--- config.mk ---
export PLATFORM = sky130hd
export DESIGN_NAME = spi_ram_master_flat
export DESIGN_NICKNAME = d
export VERILOG_FILES = /design/src/rtl/spi_ram_master_if.sv /design/src/rtl/spi_ram_master.sv /design/src/flat_wrapper.sv
export SDC_FILE = /design/constraint.sdc
export NUM_CORES = 1
export LEC_CHECK = 0
export CAP_MARGIN = 10
export CORE_MARGIN = 2
export CORE_UTILIZATION = 48
export CTS_CLUSTER_SIZE = 10
export DETAILED_ROUTE_END_ITERATION = 7
export GPL_TIMING_DRIVEN = 0
export PLACE_DENSITY_LB_ADDON = 0.3
export SYNTH_ARGS = -nofsm -noshare
export SYNTH_HDL_FRONTEND = slang
export SYNTH_SLANG_ARGS = --single-unit
--- constraint.sdc ---
create_clock -name clk -period 1.65 [get_ports clk]
set_input_delay 0.165 -clock clk [delete_from_list [all_inputs] [get_ports clk]]
set_output_delay 0.165 -clock clk [all_outputs]
set_load 0.01 [all_outputs]
--- src/rtl/spi_ram_master_if.sv ---
// Host command/response handshake plus the SPI pins of the serial RAM link.
// master modport: the SPI master block; slave modport: host and RAM-slave side.
// Carries no logic; all timing lives in spi_ram_master.
interface spi_ram_master_if;
  logic       cmd_valid;
  logic       cmd_ready;
  logic [1:0] cmd_op;
  logic [7:0] cmd_payload;
  logic       rsp_valid;
  logic [7:0] rsp_data;
  logic       busy;
  logic       MOSI;
  logic       SS_n;
  logic       MISO;

  modport master (
    input  cmd_valid, cmd_op, cmd_payload, MISO,
    output cmd_ready, rsp_valid, rsp_data, busy, MOSI, SS_n
  );

  modport slave (
    output cmd_valid, cmd_op, cmd_payload, MISO,
    input  cmd_ready, rsp_valid, rsp_data, busy, MOSI, SS_n
  );
endinterface

--- src/rtl/spi_ram_master.sv ---
// SPI master for the serial RAM: sends {op, payload} as a 10-bit MSB-first frame, SCK = clk.
// Latency: read-data accept cycle to rsp_valid is LEAD_CYCLES+10+RD_GAP+8+1 cycles; other ops give no response.
// Backpressure: cmd_ready is high only in IDLE; a command offered while busy waits for the next IDLE cycle.
module spi_ram_master #(
  parameter int unsigned LEAD_CYCLES = 1,
  parameter int unsigned RD_GAP      = 1
) (
  input logic              clk,
  input logic              rst_n,
  spi_ram_master_if.master bus
);

  typedef enum logic [2:0] {IDLE, LEAD, TX, GAP, RX, DONE} state_t;

  // Last count value of each timed phase; the counter restarts at 0 on every phase entry.
  localparam logic [3:0] LEAD_LAST = 4'(LEAD_CYCLES - 1);
  localparam logic [3:0] GAP_LAST  = (RD_GAP == 0) ? 4'd0 : 4'(RD_GAP - 1);
  localparam logic [3:0] TX_LAST   = 4'd9;
  localparam logic [3:0] RX_LAST   = 4'd7;

  state_t     state, state_nx;
  logic [3:0] cnt, cnt_nx;
  logic [9:0] tx_sh, tx_sh_nx;   // tx_sh[9] is always the next bit to put on MOSI
  logic [6:0] rx_sh, rx_sh_nx;   // first seven MISO bits; the eighth joins them on the last RX edge
  logic       is_rd, is_rd_nx;
  logic       mosi_q, mosi_nx;
  logic       ss_q, ss_nx;
  logic       rsp_valid_q, rsp_valid_nx;
  logic [7:0] rsp_data_q, rsp_data_nx;

  // State and datapath registers; reset aborts any frame and clears the response byte.
  always_ff @(posedge clk) begin
    if (!rst_n) begin
      state       <= IDLE;
      cnt         <= 4'd0;
      tx_sh       <= 10'd0;
      rx_sh       <= 7'd0;
      is_rd       <= 1'b0;
      mosi_q      <= 1'b0;
      ss_q        <= 1'b1;
      rsp_valid_q <= 1'b0;
      rsp_data_q  <= 8'h00;
    end else begin
      state       <= state_nx;
      cnt         <= cnt_nx;
      tx_sh       <= tx_sh_nx;
      rx_sh       <= rx_sh_nx;
      is_rd       <= is_rd_nx;
      mosi_q      <= mosi_nx;
      ss_q        <= ss_nx;
      rsp_valid_q <= rsp_valid_nx;
      rsp_data_q  <= rsp_data_nx;
    end
  end

  // Next-state and next-output logic; MOSI/SS_n are computed one cycle ahead so the pins stay registered.
  always_comb begin
    state_nx     = state;
    cnt_nx       = cnt;
    tx_sh_nx     = tx_sh;
    rx_sh_nx     = rx_sh;
    is_rd_nx     = is_rd;
    mosi_nx      = mosi_q;
    ss_nx        = ss_q;
    rsp_valid_nx = 1'b0;
    rsp_data_nx  = rsp_data_q;

    case (state)
      IDLE: begin
        ss_nx   = 1'b1;
        mosi_nx = 1'b0;
        if (bus.cmd_valid) begin
          tx_sh_nx = {bus.cmd_op, bus.cmd_payload};
          is_rd_nx = (bus.cmd_op == 2'b11);
          ss_nx    = 1'b0;
          cnt_nx   = 4'd0;
          state_nx = LEAD;
        end
      end

      LEAD: begin
        if (cnt == LEAD_LAST) begin
          mosi_nx  = tx_sh[9];
          tx_sh_nx = {tx_sh[8:0], 1'b0};
          cnt_nx   = 4'd0;
          state_nx = TX;
        end else begin
          cnt_nx = cnt + 4'd1;
        end
      end

      TX: begin
        if (cnt == TX_LAST) begin
          mosi_nx = 1'b0;
          cnt_nx  = 4'd0;
          if (!is_rd) begin
            ss_nx    = 1'b1;
            state_nx = DONE;
          end else if (RD_GAP == 0) begin
            state_nx = RX;
          end else begin
            state_nx = GAP;
          end
        end else begin
          mosi_nx  = tx_sh[9];
          tx_sh_nx = {tx_sh[8:0], 1'b0};
          cnt_nx   = cnt + 4'd1;
        end
      end

      GAP: begin
        if (cnt == GAP_LAST) begin
          cnt_nx   = 4'd0;
          state_nx = RX;
        end else begin
          cnt_nx = cnt + 4'd1;
        end
      end

      RX: begin
        rx_sh_nx = {rx_sh[5:0], bus.MISO};
        if (cnt == RX_LAST) begin
          rsp_data_nx  = {rx_sh, bus.MISO};
          rsp_valid_nx = 1'b1;
          ss_nx        = 1'b1;
          mosi_nx      = 1'b0;
          cnt_nx       = 4'd0;
          state_nx     = DONE;
        end else begin
          cnt_nx = cnt + 4'd1;
        end
      end

      DONE: begin
        ss_nx    = 1'b1;
        mosi_nx  = 1'b0;
        cnt_nx   = 4'd0;
        state_nx = IDLE;
      end

      default: begin
        ss_nx    = 1'b1;
        mosi_nx  = 1'b0;
        cnt_nx   = 4'd0;
        state_nx = IDLE;
      end
    endcase
  end

  assign bus.cmd_ready = (state == IDLE) && rst_n;
  assign bus.busy      = (state != IDLE);
  assign bus.MOSI      = mosi_q;
  assign bus.SS_n      = ss_q;
  assign bus.rsp_valid = rsp_valid_q;
  assign bus.rsp_data  = rsp_data_q;

endmodule

--- src/flat_wrapper.sv ---
// flat-port wrapper written by rule: the top's interface ports become plain ports
module spi_ram_master_flat 
#(
  parameter int unsigned LEAD_CYCLES = 1,
  parameter int unsigned RD_GAP      = 1
)
  (clk, rst_n, bus_cmd_valid, bus_cmd_op, bus_cmd_payload, bus_MISO, bus_cmd_ready, bus_rsp_valid, bus_rsp_data, bus_busy, bus_MOSI, bus_SS_n);
  spi_ram_master_if bus_i ();
  input logic clk;
  input logic rst_n;
  input wire logic [$bits(bus_i.cmd_valid)-1:0] bus_cmd_valid;
  input wire logic [$bits(bus_i.cmd_op)-1:0] bus_cmd_op;
  input wire logic [$bits(bus_i.cmd_payload)-1:0] bus_cmd_payload;
  input wire logic [$bits(bus_i.MISO)-1:0] bus_MISO;
  output wire logic [$bits(bus_i.cmd_ready)-1:0] bus_cmd_ready;
  output wire logic [$bits(bus_i.rsp_valid)-1:0] bus_rsp_valid;
  output wire logic [$bits(bus_i.rsp_data)-1:0] bus_rsp_data;
  output wire logic [$bits(bus_i.busy)-1:0] bus_busy;
  output wire logic [$bits(bus_i.MOSI)-1:0] bus_MOSI;
  output wire logic [$bits(bus_i.SS_n)-1:0] bus_SS_n;
  assign bus_i.cmd_valid = bus_cmd_valid;
  assign bus_i.cmd_op = bus_cmd_op;
  assign bus_i.cmd_payload = bus_cmd_payload;
  assign bus_i.MISO = bus_MISO;
  assign bus_cmd_ready = bus_i.cmd_ready;
  assign bus_rsp_valid = bus_i.rsp_valid;
  assign bus_rsp_data = bus_i.rsp_data;
  assign bus_busy = bus_i.busy;
  assign bus_MOSI = bus_i.MOSI;
  assign bus_SS_n = bus_i.SS_n;
  spi_ram_master #(.LEAD_CYCLES(LEAD_CYCLES), .RD_GAP(RD_GAP)) u_core (.clk(clk), .rst_n(rst_n), .bus(bus_i));
endmodule
* Word-level counts from Yosys, hierarchy flattened
Index checks and enable logic that the tools add are counted.
** Cells by class
- Add/sub/neg operators :: 1
- Multiply operators :: 0
- Div/mod/pow operators :: 0
- Magnitude comparators :: 0
- Eq/ne operators :: 14
- Shifts and indexed selects :: 0
- Multiplexer cells :: 26
- Bitwise gates (word level) :: 2
- Reductions and logical operators :: 13
** Operators by type and width (count)
- two-way mux 10 bit :: 3
- case mux 10 bit (3 select lines) :: 1
- two-way mux 3 bit :: 6
- two-way mux 4 bit :: 4
- case mux 4 bit (4 select lines) :: 1
- case mux 3 bit (5 select lines) :: 1
- two-way mux 1 bit :: 8
- inequality test 2 x 1 -> 1 bit, second input constant :: 4
- case mux 1 bit (4 select lines) :: 2
- AND reduction 4 bit :: 2
- == test 3 x 2 -> 1 bit, second input constant :: 2
- inequality test 2 bit, second input constant :: 3
- AND reduction 2 bit :: 3
- nonzero test 3 bit :: 2
- AND reduction 5 bit :: 1
- adder 4 x 1 -> 4 bit, second input constant :: 1
- == test 4 x 3 -> 1 bit, second input constant :: 1
- == test 4 bit, second input constant :: 1
- zero test 4 bit :: 1
- == test 3 x 1 -> 1 bit, second input constant :: 1
- == test 3 bit, second input constant :: 1
- zero test 3 bit :: 1
- AND reduction 3 bit :: 1
- == test 2 bit, second input constant :: 1
- other kinds (3) :: 4
** Storage, ports and cells
- Register bits :: 36
- Bits in latches :: 0
- RAM bits :: 0
- ROM bits :: 0
- Input bits :: 14
- Output and inout bits :: 13
- Word-level logic and storage cells :: 65
- Memories :: 0

* Logic depth before layout (Yosys ltp)
- Word-level depth :: 4
- Mapped depth :: 6

* Least setup slack after synthesis
Ideal clock, no wire load.
- Kind :: reg-to-reg
- From :: reg u_core.cnt[1]
- To :: reg u_core.tx_sh[0]
- Data arrival time :: 1598 ps
- Required time :: 1578 ps
- Path slack :: -19 ps
- Stages on the path, launching flop included :: 7
- Period minus slack after synthesis :: 1669 ps
- Cells stage by stage :: dfxtp_1 > inv_1 > ha_1 > and4b_4 > or3_4 > a21oi_4 > mux2i_1
** Between the ends
- Longest elaborated chain between the ends :: 3
- Elaborated cells on any way between the ends :: 5
** RTL lines
- from (decl) :: line spi_ram_master.sv:22 : logic [3:0] cnt, cnt_nx;
- from (signal assigned) :: line spi_ram_master.sv:45 : cnt <= cnt_nx;
- == test 4 bit or zero test 4 bit (tied branches) :: line spi_ram_master.sv:93, spi_ram_master.sv:82
- inequality test 2 bit (no line) or inequality test 2 x 1 -> 1 bit (tied branches)
- AND reduction 4 bit (no line) *
- to (signal assigned) :: line spi_ram_master.sv:46 : tx_sh <= tx_sh_nx;
- to (decl) :: line spi_ram_master.sv:23 : logic [9:0] tx_sh, tx_sh_nx;
Mark *: on every way between the ends. The rest lies on a longest branch, timed or not.
A chain may end at the register's enable or synchronous reset.

* Final worst setup path
- From :: reg u_core.cnt[1]
- To :: reg u_core.tx_sh[1]
Same word-level chain as after synthesis.

==> results.toml <==
[routing]
wl_per_cell_um = 17.5
routed_wl_um = 5160
top_layer_used = "met4"
routed_via_density = 5.76
drc_errors = 0
drt_pass1_iterations = 4
dr_wl_met2_um = 2560
drtIter0Drc = 112
vias = 1694
wl_met3_um = 297
detail-route-antenna-nets = 0
drt-met1-wl_um = 2100

[die]
dieArea_mm2 = 0.00424
die_y_um = 65.1
die_w_um = 65.1
floorplan.initialDensity_pct = 49.4
rows = 22
coreArea_mm2 = 0.00363
ioPinCount = 27

[setup_path]
ff2ff_path_depth = 8
r2r-start = "u_core.cnt[1]"
reg2reg_slack_ps = -90
critPathKind = "reg2reg"
worst_ep_arrival_time_ps = 1960
r2r-end = "u_core.tx_sh[1]"
start_kind = "flip-flop"
crit_required_ps = 1870
crit_path_end_kind = "flip-flop"
path_max_fanout = 9

[cts]
root_buffer = "clkbuf_8"
clkLatencyLatePin_ps = 290
htreeDepth = 2
numCtsBuffers = 5
cts_tree = "yes"
hold_buffers = 0
clk_pin_slew_ps = 70
clk_path_buf_depth = 2
clkSinkCount = 36

[global_route]
track_usage_pct = 21.1
grt_pass1_vias = 1477
antenna_found_initial = 0
grt_overflow = 0
grt_max_degree = 12
grt_pass1_wl_um = 6820

[timing]
fin_ws_ps = -88.6
holdWs_ps = 486
worstMarginPinSlew_ps = 616
max_freq_mhz = 575
fin_skew_ps = 4.46
slew-limit-headroom_pct = 58.6
period_share_pct = 105
finalHoldViolCount = 0
rsz0062_at_grt = "yes"
min_period_ps = 1740
finalMaxSlewViolations = 0
setup_viol = 10

[logic_synthesis]
synth_seq_area_share_pct = 40.2
syn_area_per_cell_um2 = 9.65
yosys.area.top_type = "dfxtp_1"
yosys_warnings = 0
syn_nets = 203
synth_edf_count = 0
synth_top_area_share_pct = 40.2
synthCells = 186
synthTopCellsByArea = "dfxtp_1 (40%), mux2i_1 (10%), nand2_1 (4.2%)"
synth_ff_type = "dfxtp_1"
ys_async_sr_fraction_pct = 0
netlist_area_mm2 = 0.00179
synth.ff_latch_count = 36
ys_types = 49

[flow_run]
maxCapViolCount = 0

[finish]
multi_input_area_mm2 = 0.00119
syn_to_final_growth_pct = 50.3
final_cell_mix = "dfxtp_1 (31), clkdlybuf4s50_1 (24), nand2_1 (20)"
regArea_um2 = 734
filler_cell_count = 247
num_antenna_cells = 0
final_cells = 294
drive_gt1_share_pct = 33.3
mostFrequentLayoutCell = "dfxtp_1"
fin_nets = 262
stdcell_area_mm2 = 0.00270

[power]
power.density_mw_per_mm2 = 1070
p_leak_uw = 0.000984
ir_drop_mv = 0.953

[place]
post-dp-hpwl_um = 2470
placed_area_mm2 = 0.00211
dpl.cell_count = 260
port_buffers = 26
gp_congestion = 0.873

[min_path]
min_to = "u_core.rx_sh[0]"
hold_depth = 3
worstHoldPathType = "in2reg"
min_from = "bus_MISO"

[outcome]
violations = "negative setup slack"
status = "finished with violations"
stage by stage:
step | power (uW) | setup WS, ps | TNS, ps | utilization, %
after floorplan | 1480 | 1.48 | 0 | -
after global placement | 1640 | -312 | -3220 | 58.2
after detailed placement | 1640 | -333 | -3570 | 58.2
after CTS | 2550 | -42.1 | -53.2 | 65.2
after global routing | 2990 | -143 | -1210 | 74.2
final | 2890 | -88.6 | -613 | 74.2
power by group:
| group | internal (uW) | switching, uW |
|---|---|---|
| combinational | 557 | 513 |
| clock | 449 | 327 |
| sequential | 956 | 87.1 |
worst max-delay path, stage by stage (launching register included):
cell	delay, ps
dfxtp_4	380
inv_4	50
ha_4	150
and4b_4	200
buf_4	150
nor4_4	290
buf_6	230
o31ai_2	90
a21oi_1	130
state kept, by name (all words and copies together), names as in the netlist:
register              flops
u_core.bus.MOSI           1
u_core.bus.SS_n           1
u_core.bus.rsp_data       8
u_core.bus.rsp_valid      1
u_core.cnt                4
u_core.is_rd              1
u_core.rx_sh              7
u_core.state              3
u_core.tx_sh             10
metal layers:
| metal | vias to the layer above | track usage [%] |
|---|---|---|
| li1 | 792 | - |
| met3 | 22 | 3.77 |
| met5 | - | 0 |
| met4 | 0 | 13.3 |
| met2 | 78 | 32.1 |
| met1 | 802 | 27.6 |
layout make-up:
cell class	count	area share, %
multi-input combinational	137	44.1
sequential	36	27.2
timing repair buffer	52	18.5
buffer	9	3.25
clock buffer	6	2.69
tap	48	2.23
clock inverter	2	1.30
inverter	4	0.742
kinds of logic after synthesis:
group / after synthesis / synth area share [%]
adders and majority gates: 3 / 2.09
AOI/OAI and AO/OA: 50 / 19.4
and+or+nand+nor: 62 / 21.8
xor gates and xnor gates: 3 / 1.46
muxes: 18 / 10.0
DFF: 36 / 40.2
buffers and inverters: 14 / 5.02
how the worst max path moves through the flow:
stage,from,to,slack (ps),depth (start not counted)
after floorplan,u_core.cnt[1],u_core.tx_sh[0],1,6
after CTS,u_core.cnt[1],u_core.tx_sh[0],-40,7
after global routing,u_core.cnt[1],u_core.tx_sh[1],-140,8
after global placement,u_core.state[0],bus_cmd_ready,-310,5
after detailed placement,u_core.state[0],bus_cmd_ready,-330,5
final,u_core.cnt[1],u_core.tx_sh[1],-90,8
synthesized netlist by cell type, drive strengths merged (2+ instances only):
| library cell | n |
|---|---|
| a21boi | 9 |
| a21oi | 15 |
| and2 | 3 |
| buf | 6 |
| clkbuf | 3 |
| dfxtp | 36 |
| ha | 3 |
| inv | 4 |
| mux2i | 18 |
| nand2 | 20 |
| nand2b | 3 |
| nand3 | 2 |
| nand4 | 2 |
| nor2 | 7 |
| nor2b | 8 |
| nor3 | 3 |
| nor3b | 3 |
| nor4 | 2 |
| o21a | 4 |
| o21ai | 5 |
| o31ai | 9 |
| xnor2 | 2 |
what timing repair did:
item	4_1_cts	5_1_grt
resized for setup	22	39
setup buffers	8	17
gates cloned	0	2
setup endpoints to repair	15	25
pin swaps	2	11
Power figures use the tool's default switching activity.
